File: config.mk
export PLATFORM = sky130hd
export DESIGN_NAME = word_serializer
export DESIGN_NICKNAME = d
export VERILOG_FILES = /design/src/rtl/serializer_pkg.sv /design/src/rtl/word_serializer.sv
export SDC_FILE = /design/constraint.sdc
export NUM_CORES = 1
export LEC_CHECK = 0
export ABC_AREA = 1
export ABC_CLOCK_PERIOD_IN_PS = 4000
export CAP_MARGIN = 30
export CORE_MARGIN = 2
export CORE_UTILIZATION = 50
export CTS_CLUSTER_DIAMETER = 120
export DETAILED_ROUTE_END_ITERATION = 7
export PLACE_DENSITY = 0.78
export SETUP_SLACK_MARGIN = 0.02
export SLEW_MARGIN = 20
export SYNTH_ARGS = -nofsm -noshare
export SYNTH_HDL_FRONTEND = slang
export SYNTH_SLANG_ARGS = --single-unit
File: constraint.sdc
create_clock -name clk -period 4 [get_ports clk]
set_input_delay 0.8 -clock clk [delete_from_list [all_inputs] [get_ports clk]]
set_output_delay 0.8 -clock clk [all_outputs]
set_load 0.02 [all_outputs]
File: src/rtl/serializer_pkg.sv
// Shared types and constants for the word serializer.
package serializer_pkg;

    localparam int unsigned SER_WIDTH_DEFAULT = 8;

    typedef enum logic [1:0] {
        IDLE  = 2'd0,
        SHIFT = 2'd1,
        PAR   = 2'd2
    } ser_state_t;

endpackage

File: src/rtl/word_serializer.sv
// Parallel-to-serial converter: accepts a WIDTH-bit word on a valid/ready
// handshake and streams it one bit per cycle on dout/dout_valid.
// Optional feature: define WORD_SERIALIZER_PARITY_EN to append an
// even-parity bit after the data bits.
module word_serializer
    import serializer_pkg::*;
#(
    parameter int unsigned WIDTH     = SER_WIDTH_DEFAULT,
    parameter int unsigned MSB_FIRST = 1
) (
    input  logic             clk,
    input  logic             reset,
    input  logic [WIDTH-1:0] s_data,
    input  logic             s_valid,
    output logic             s_ready,
    output logic             dout,
    output logic             dout_valid,
    output logic             busy
);

    localparam int unsigned    CNT_W    = $clog2(WIDTH);
    localparam logic [CNT_W-1:0] CNT_LAST = CNT_W'(WIDTH - 1);

    ser_state_t       state_q, state_d;
    logic [CNT_W-1:0] cnt_q, cnt_d;
    logic [WIDTH-1:0] shreg_q, shreg_d;
    logic             dout_q, dout_d;
    logic             dout_valid_q, dout_valid_d;
    logic             busy_q, busy_d;
`ifdef WORD_SERIALIZER_PARITY_EN
    logic             par_q, par_d;
`endif

    logic             last_bit;
    logic             final_cycle;
    logic             accept;
    logic             first_bit;
    logic             next_bit;
    logic [WIDTH-1:0] load_rest;
    logic [WIDTH-1:0] shift_rest;

    // Last data bit is on the wire; with parity the PAR cycle ends the word instead.
    assign last_bit = (state_q == SHIFT) && (cnt_q == CNT_LAST);
`ifdef WORD_SERIALIZER_PARITY_EN
    assign final_cycle = (state_q == PAR);
`else
    assign final_cycle = last_bit;
`endif

    assign s_ready = (state_q == IDLE) || final_cycle;
    assign accept  = s_valid && s_ready;

    // Bit selection and shift direction for the configured bit order.
    always_comb begin
        if (MSB_FIRST != 0) begin
            first_bit  = s_data[WIDTH-1];
            load_rest  = {s_data[WIDTH-2:0], 1'b0};
            next_bit   = shreg_q[WIDTH-1];
            shift_rest = {shreg_q[WIDTH-2:0], 1'b0};
        end else begin
            first_bit  = s_data[0];
            load_rest  = {1'b0, s_data[WIDTH-1:1]};
            next_bit   = shreg_q[0];
            shift_rest = {1'b0, shreg_q[WIDTH-1:1]};
        end
    end

    // Next-state, counter, shift register and next output values.
    always_comb begin
        state_d      = state_q;
        cnt_d        = cnt_q;
        shreg_d      = shreg_q;
        dout_d       = 1'b0;
        dout_valid_d = 1'b0;
`ifdef WORD_SERIALIZER_PARITY_EN
        par_d        = par_q;
`endif

        case (state_q)
            IDLE: begin
                state_d = IDLE;
            end
            SHIFT: begin
                if (cnt_q != CNT_LAST) begin
                    cnt_d        = cnt_q + CNT_W'(1);
                    shreg_d      = shift_rest;
                    dout_d       = next_bit;
                    dout_valid_d = 1'b1;
                end else begin
                    cnt_d = '0;
`ifdef WORD_SERIALIZER_PARITY_EN
                    state_d      = PAR;
                    dout_d       = par_q;
                    dout_valid_d = 1'b1;
`else
                    state_d = IDLE;
`endif
                end
            end
`ifdef WORD_SERIALIZER_PARITY_EN
            PAR: begin
                state_d = IDLE;
            end
`endif
            default: begin
                state_d = IDLE;
                cnt_d   = '0;
            end
        endcase

        // A new word loads from IDLE or from the final cycle with no gap.
        if (accept) begin
            state_d      = SHIFT;
            cnt_d        = '0;
            shreg_d      = load_rest;
            dout_d       = first_bit;
            dout_valid_d = 1'b1;
`ifdef WORD_SERIALIZER_PARITY_EN
            par_d        = ^s_data;
`endif
        end

        busy_d = (state_d != IDLE);
    end

    // State and output registers with asynchronous clear.
    always_ff @(posedge clk or posedge reset) begin
        if (reset) begin
            state_q      <= IDLE;
            cnt_q        <= '0;
            shreg_q      <= '0;
            dout_q       <= 1'b0;
            dout_valid_q <= 1'b0;
            busy_q       <= 1'b0;
`ifdef WORD_SERIALIZER_PARITY_EN
            par_q        <= 1'b0;
`endif
        end else begin
            state_q      <= state_d;
            cnt_q        <= cnt_d;
            shreg_q      <= shreg_d;
            dout_q       <= dout_d;
            dout_valid_q <= dout_valid_d;
            busy_q       <= busy_d;
`ifdef WORD_SERIALIZER_PARITY_EN
            par_q        <= par_d;
`endif
        end
    end

    assign dout       = dout_q;
    assign dout_valid = dout_valid_q;
    assign busy       = busy_q;

endmodule

; Word-level counts from Yosys, hierarchy flattened
; Cells that the tools add are included.
[totals]
word_cells = 34
mem_bits_rw = 0
latchBits = 0
mem_count = 0
register_bits = 16
romBits = 0
[op_classes]
n_reduce_logical = 8
bitwise = 0
n_mux = 15
n_div = 0
order_cmp = 0
eq_ne = 4
n_mul = 0
n_addsub = 1
shifts = 0
[op_table]
columns = operator, count
row1 = $mux W8, 3
row2 = $mux W1, 6
row3 = $mux W2, 3
row4 = $mux W3, 2
row5 = $pmux W3 S2, 1
row6 = $reduce_bool A2 Y1, 3
row7 = $add A3 B1 Y3 const B, 1
row8 = $eq A3 B3 Y1 const B, 1
row9 = $ne A3 B3 Y1 const B, 1
row10 = $eq A2 B1 Y1 const B, 1
row11 = $logic_and A1 B1 Y1, 2
row12 = $logic_not A2 Y1, 1
row13 = $ne A2 B2 Y1 const B, 1
row14 = $reduce_and A2 Y1, 1
row15 = $logic_or A1 B1 Y1, 1

; Depth between registers and ports, before layout
; Gate-level depths: netlist of run 1.
[logic_depth]
depth_word = 6
depth_mapped = 8
ltp_nobuf = 8

; Worst setup path before layout of run 1
; OpenSTA, ideal clock, no wires.
[synth_timing]
path_type = reg2out
startpoint = register cnt_q[0]
endpoint = output port s_ready
path_buffers = 0
t_arrival_ps = 1108
path_slack_ps = 2092
stages_incl_launch_ff = 5
required_ps = 3200
cell_sequence = dfrtp_1 -> ha_1 -> ha_1 -> inv_2 -> a21oi_1
[synth_via]
elab_chain_cells = 3
[synth_rtl]
columns = item, line
row1 = "start, declared", word_serializer.sv:25  ; logic [CNT_W-1:0] cnt_q, cnt_d;
row2 = "start signal, assigned", word_serializer.sv:140  ; cnt_q <= cnt_d;
row3 = $eq A3 B3 Y1, word_serializer.sv:43  ; assign last_bit = (state_q == SHIFT) && (cnt_q == CNT_LAST);
row4 = $logic_and A1 B1 Y1, word_serializer.sv:43
row5 = $logic_or A1 B1 Y1, word_serializer.sv:50  ; assign s_ready = (state_q == IDLE) || final_cycle;
row6 = "end, declared", word_serializer.sv:15  ; output logic s_ready,
; No other way between the ends.

; Final worst setup path of run 1
; Same ends and word-level chain as after synthesis.

==> results of run 1 <==
cell usage in the layout, fill, tap and decap left out, drive strengths merged, types with 2 or more instances in the layout:
master,Yosys,layout
clkbuf,0,3
clkdlybuf4s50,0,14
dfrtp,15,15
ha,2,2
inv,9,9
nand2,27,27
nand3,18,18
nand4,6,6
worst max path at each step:
| stage | from | endpoint | slack (ns) | cells after the start |
|---|---|---|---|---|
| 2_1_floorplan | cnt_q[0]$_DFFE_PP0P_ | s_ready | 2.09 | 4 |
| 3_5_place_dp | cnt_q[0]$_DFFE_PP0P_ | s_ready | 1.58 | 5 |
| 3_3_place_gp | cnt_q[0]$_DFFE_PP0P_ | s_ready | 1.66 | 5 |
| 6_report | cnt_q[0]$_DFFE_PP0P_ | s_ready | 1.29 | 5 |
| 4_1_cts | cnt_q[0]$_DFFE_PP0P_ | s_ready | 1.29 | 5 |
| 5_1_grt | cnt_q[0]$_DFFE_PP0P_ | s_ready | 1.13 | 5 |
report_power, final:
group | internal [mW] | switching [mW]
Sequential | 0.175 | 0.0133
Clock | 0.0370 | 0.0490
Combinational | 0.0325 | 0.0402
Total | 0.244 | 0.103
logic make-up (layout without fill, tap and decap cells):
group           count (synthesis)  count (layout)  synth area share
fa+ha+maj                       2               2            0.0335
compound gates                  2               2            0.0134
buf+inv                        12              27            0.0905
simple gates                   53              53             0.355
flops                          15              15             0.503
other cells                     1               1           0.00502
registers in the layout, summed over array words and instances (netlist names):
name        cells
busy            1
cnt_q           3
dout            1
dout_valid      1
shreg_q         7
state_q         2
stage by stage:
step | power [mW] | instances | hold WS (ns) | utilization
final | 0.347 | 115 | 0.493 | 0.666
after global routing | 0.370 | 115 | 0.530 | 0.666
after CTS | 0.350 | 115 | 0.495 | 0.666
after detailed placement | 0.265 | 111 | 0.475 | 0.646
after global placement | 0.262 | 111 | 0.465 | 0.646
after floorplan | 0.239 | 85 | 0.450 | -
critical path: stages, from the launching register on:
cell	delay (ns)
dfrtp_1	0.38
ha_1	0.16
ha_1	0.15
inv_2	0.07
a21oi_1	0.21
clkdlybuf4s50_1	0.65
per-layer routing:
metal,part of all wire,wire [um]
met1,0.45,605
met2,0.49,665
met3,0.050,67
met4,0.011,15
met5,0,0
layout make-up:
| cell class | instances | share of cell area |
|---|---|---|
| clock buffer | 3 | 0.0250 |
| clock inverter | 1 | 0.00556 |
| inverter | 9 | 0.0376 |
| multi-input combinational | 58 | 0.338 |
| sequential | 15 | 0.417 |
| tap | 15 | 0.0209 |
| timing repair buffer | 14 | 0.156 |
==> reports/results.ini, run 1 <==
[grt]
grt_use_met1=0.232
antenna_found_initial=0
grt_util_met3=0.0255
grt_pass1_vias=536
grt_max_degree=17
busiest_layer=met2
globalRouteOverflowTotal=0
grt_pass1_wl_um=2330
globalRouteMet2Util=0.264
grt_util_all_layers=0.170

[sta]
layout_setup_ws_ns=1.29
max_slew_margin=0.629
min_period_ns=2.71
rsz0062_at_grt=no
finalHoldViolCount=0
tns_ns=0
finalCritPeriodShare=0.677
slew_violations=0
worst_pin_slew_ns=0.556
skew_ns=0.00401
fmax_ghz=0.369
setup_violations=0

[synthesis]
syn_inst=85
synthTopCellsByArea=dfrtp_1, nand2_1, nand3_1, nand4_1, buf_6
seq_area_frac_synth=0.503
synth_ff_type=dfrtp_1
synth_edf_count=0
ys_warn_count=0
yosysUniqueCellTypes=16
syn_nets=98
netlist_area_sq_um=747
synth.ff_latch_count=15
synthMostInstantiatedCell=nand2_1
async_reset_ff_frac=1.00
synth_top_area_share=0.503
synth_top_cell_by_area=dfrtp_1
syn_avg_cell_area_sq_um=8.79
synth_common_cells=nand2_1, nand3_1, dfrtp_1

[clocking]
clk_path_buf_depth=2
cts.sinks=15
cts-root-buf=clkbuf_4
cts.repair.resized=0
worstSkewPairLatency_ns=0.28
htree_num_levels=1
postCtsSetupBuffers=0
clkTransAtPathRegs_ns=0.09
holdBufCountCts=0
cts_buffers=3
cts_tree=yes

[floorplanning]
die_x_um=42.7
dieArea_sq_mm=0.00182
start_util=0.553
coreArea_sq_mm=0.00135
core.rowCount=13
num_io_pins=15
die-height_um=42.7

[critical_path]
critPathKind=reg -> out
required_ns=3.20
rr_worst_depth=8
r2r_end=shreg_q[6]$_DFFE_PP0P_
crit_arrival_ns=1.91
cp-start-kind=flop
r2r-start=cnt_q[0]$_DFFE_PP0P_
critPathMaxFanout=7
rrSetupSlack_ns=2.34
end_kind=primary output

[layout]
multiInputGateArea_sq_um=304
n_antenna_cell=0
regArea_sq_um=375
drive_above_1_share=0.100
fillers=113
layout.nets=114
area_growth_pct=20.4
design_area_sq_um=900

[run]
drv_cap=0

[drt]
wl_um=1350
vias=618
viasPerCell=5.37
wl_per_cell_um=11.8
firstDrtPassIters=4
drc=0
drt_iter0_markers=15
drtAntennaViolNets=0

[run_status]
status=finished clean

[place]
dp_hpwl_um=989
io_buffers=14
placed_area_sq_um=872
gp_congestion=0.772
place_ws_ns=1.58

[power_and_ir_drop]
leakage_nw=0.477
pwr_density_cell_mw_per_mm2=386
max-vdd-ir-drop_mv=0.206

[min_path]
hold_end=cnt_q[0]$_DFFE_PP0P_
hold_path_depth=1
hold_class=reg -> reg
worstHoldStart=cnt_q[0]$_DFFE_PP0P_

No activity file was read; power rests on OpenSTA's default activity.
==> inputs of run 2 (changes only) <==
Settings changed: ABC_CLOCK_PERIOD_IN_PS 4000 to 2300, CORE_UTILIZATION 50 to 44, PLACE_DENSITY 0.78 to 0.73.
Clock period 4 ns to 2.3 ns, I/O delays scaled along.
==> run 2 against run 1 <==
Compared with the run above: utilization decreased by 8.4 points; routed wire length increased by 0.89%; power increased by 74%; clock power increased by 74%; die area increased by 12%; clock skew decreased by 0.0026 ns; count of clock-buffer cells in the layout increased by 1; via count decreased by 1.5%.
==> reports/results.ini, run 2 (synthesis gave the netlist of run 1 again) <==
[sta]
worst_pin_slew_ns=0.561  ; was 0.556 ns
finalCritPeriodShare=0.914
hold_slack_ns=0.491  ; was 0.493 ns
finalHoldViolCount=0  ; unchanged
setup_violations=0  ; unchanged
max_slew_margin=0.625  ; was 0.629
min_period_ns=2.10
slew_violations=0  ; unchanged
rsz0062_at_grt=no  ; unchanged
layout_setup_ws_ns=0.199  ; was 1.29 ns
tns_ns=0  ; unchanged
fmax_ghz=0.476
skew_ns=0.00141  ; was 0.00401 ns

[drt]
firstDrtPassIters=4  ; unchanged
drc=0  ; unchanged
wl_per_cell_um=11.8  ; about the same
drt_iter0_markers=15  ; unchanged
drtAntennaViolNets=0  ; unchanged
viasPerCell=5.25  ; was 5.37
wl_um=1370  ; was 1350 um
vias=609  ; was 618

[clocking]
postCtsSetupBuffers=0  ; unchanged
worstSkewPairLatency_ns=0.28  ; about the same
cts.sinks=15  ; unchanged
cts.repair.resized=1  ; was 0
clk_path_buf_depth=2  ; unchanged
cts-root-buf=clkbuf_4  ; unchanged
cts_buffers=3  ; unchanged
cts_tree=yes  ; unchanged
htree_num_levels=1  ; unchanged
clkTransAtPathRegs_ns=0.08  ; was 0.09 ns
holdBufCountCts=0  ; unchanged

[critical_path]
crit_chain=ha_1 -> ha_1 -> inv_2 -> a21oi_1 -> dlygate4sd2_1  ; was ha_1 -> ha_1 -> inv_2 -> a21oi_1 -> clkdlybuf4s50_1
crit_top_cell=ha_1  ; unchanged
rrSetupSlack_ns=0.64  ; was 2.34 ns
required_ns=1.84  ; was 3.20 ns
r2r-start=cnt_q[0]$_DFFE_PP0P_  ; unchanged
crit_arrival_ns=1.64  ; was 1.91 ns
critPathMaxFanout=7  ; unchanged
worstSetupStartpoint=cnt_q[0]$_DFFE_PP0P_  ; unchanged
cp-start-kind=flop  ; unchanged
end_kind=primary output  ; unchanged
critPathKind=reg -> out  ; unchanged
critPathMaxStageDelay_ns=0.40  ; was 0.65 ns
cp_slowest_cell=dfrtp_1  ; was clkdlybuf4s50_1

[layout]
area_growth_pct=20.3  ; was 20.4%
largest_reg_flops=7  ; unchanged
postLayoutCoreUtil=0.583  ; was 0.666
fillers=141  ; was 113
regMostFlops=shreg_q  ; unchanged
layout.nets=114  ; unchanged
final_common_cell=nand2_1  ; unchanged
final_cell_mix=nand2_1, nand3_1, dfrtp_1, clkdlybuf4s50_1, inv_1  ; unchanged
drive_above_1_share=0.0900  ; was 0.100
n_antenna_cell=0  ; unchanged
top_regs=shreg_q: 7 flops, cnt_q: 3 flops, state_q: 2 flops  ; unchanged

[grt]
grt_pass1_wl_um=2400  ; was 2330 um
grt_max_degree=17  ; unchanged
antenna_found_initial=0  ; unchanged
grt_util_all_layers=0.166  ; was 0.170
globalRouteOverflowTotal=0  ; unchanged
grt_pass1_vias=516  ; was 536

[min_path]
hold_class=reg -> reg  ; unchanged
worstHoldStart=cnt_q[0]$_DFFE_PP0P_  ; unchanged

[floorplanning]
start_util=0.485  ; was 0.553
num_io_pins=15  ; unchanged
dieArea_sq_mm=0.00204  ; was 0.00182 sq mm
coreArea_sq_mm=0.00154  ; was 0.00135 sq mm
die-height_um=45.2  ; was 42.7 um
core.rowCount=14  ; was 13
die_x_um=45.2  ; was 42.7 um

[power_and_ir_drop]
leakage_nw=0.477  ; about the same
max-vdd-ir-drop_mv=0.384  ; was 0.206 mV
pwr_density_cell_mw_per_mm2=671  ; was 386 mW/mm^2
finalPower_uw=603  ; was 347 uW

[place]
place_ws_ns=0.249  ; was 1.58 ns
gp_congestion=0.795  ; was 0.772
dp_hpwl_um=1030  ; was 989 um
io_buffers=14  ; unchanged

[run_status]
status=finished clean  ; unchanged

[run]
drv_cap=0  ; unchanged

run 2: changes by cell type in the layout (fill, tap and decap cells not counted):
cell,delta
clkinv_2,-1
clkdlybuf4s50_1,-1
clkbuf_1,+1
dlygate4sd2_1,+1
run 2: path summary, 6_finish.rpt:
check | endpoint | depth (start not counted)
max in group asynchronous | shreg_q[6]$_DFFE_PP0P_ | 2
worst min-delay path | cnt_q[0]$_DFFE_PP0P_ | 1
worst max register to register | shreg_q[6]$_DFFE_PP0P_ | 8
worst min register to register | cnt_q[0]$_DFFE_PP0P_ | 1
worst max-delay path | s_ready | 5
min in group asynchronous | shreg_q[5]$_DFFE_PP0P_ | 2
run 2: worst max-delay path, delay by kind of cell (launching register included):
| family | cells | cell delay [ns] |
|---|---|---|
| AO/OA/AOI/OAI | 1 | 0.10 |
| adder cells (fa/ha/maj) | 2 | 0.40 |
| buffers and inverters | 2 | 0.45 |
| flip-flops | 1 | 0.40 |
run 2: report_power, final:
part / leakage [nW] / internal (mW) / switching, mW
Sequential: 0.189 / 0.304 / 0.0240
Combinational: 0.273 / 0.0554 / 0.0693
Clock: 0.0150 / 0.0674 / 0.0824
Total: 0.477 / 0.427 / 0.176
run 2: per-stage QoR:
| step | cell area [sq um] | instances |
|---|---|---|
| floorplan | 747 | 85 |
| global placement | 873 | 112 |
| detailed placement | 873 | 112 |
| CTS | 898 | 116 |
| global route | 898 | 116 |
| finish | 898 | 116 |
run 2: metal layers:
| metal | global-route usage | share of wire | up-vias |
|---|---|---|---|
| met4 | 0.106 | 0.026 | 0 |
| met5 | 0 | 0 | - |
| met3 | 0.0240 | 0.060 | 5 |
| met2 | 0.214 | 0.43 | 28 |
| met1 | 0.253 | 0.48 | 266 |
| li1 | - | - | 310 |
run 2: area by class of cell:
class                   count  area, sq um  share of cell area
repair buffers             14          139               0.155
inverters                   9         33.8              0.0376
flip-flops and latches     15          375               0.418
well taps                  16         20.0              0.0223
clock buffers               4         26.3              0.0292
multi-input cells          58          304               0.338
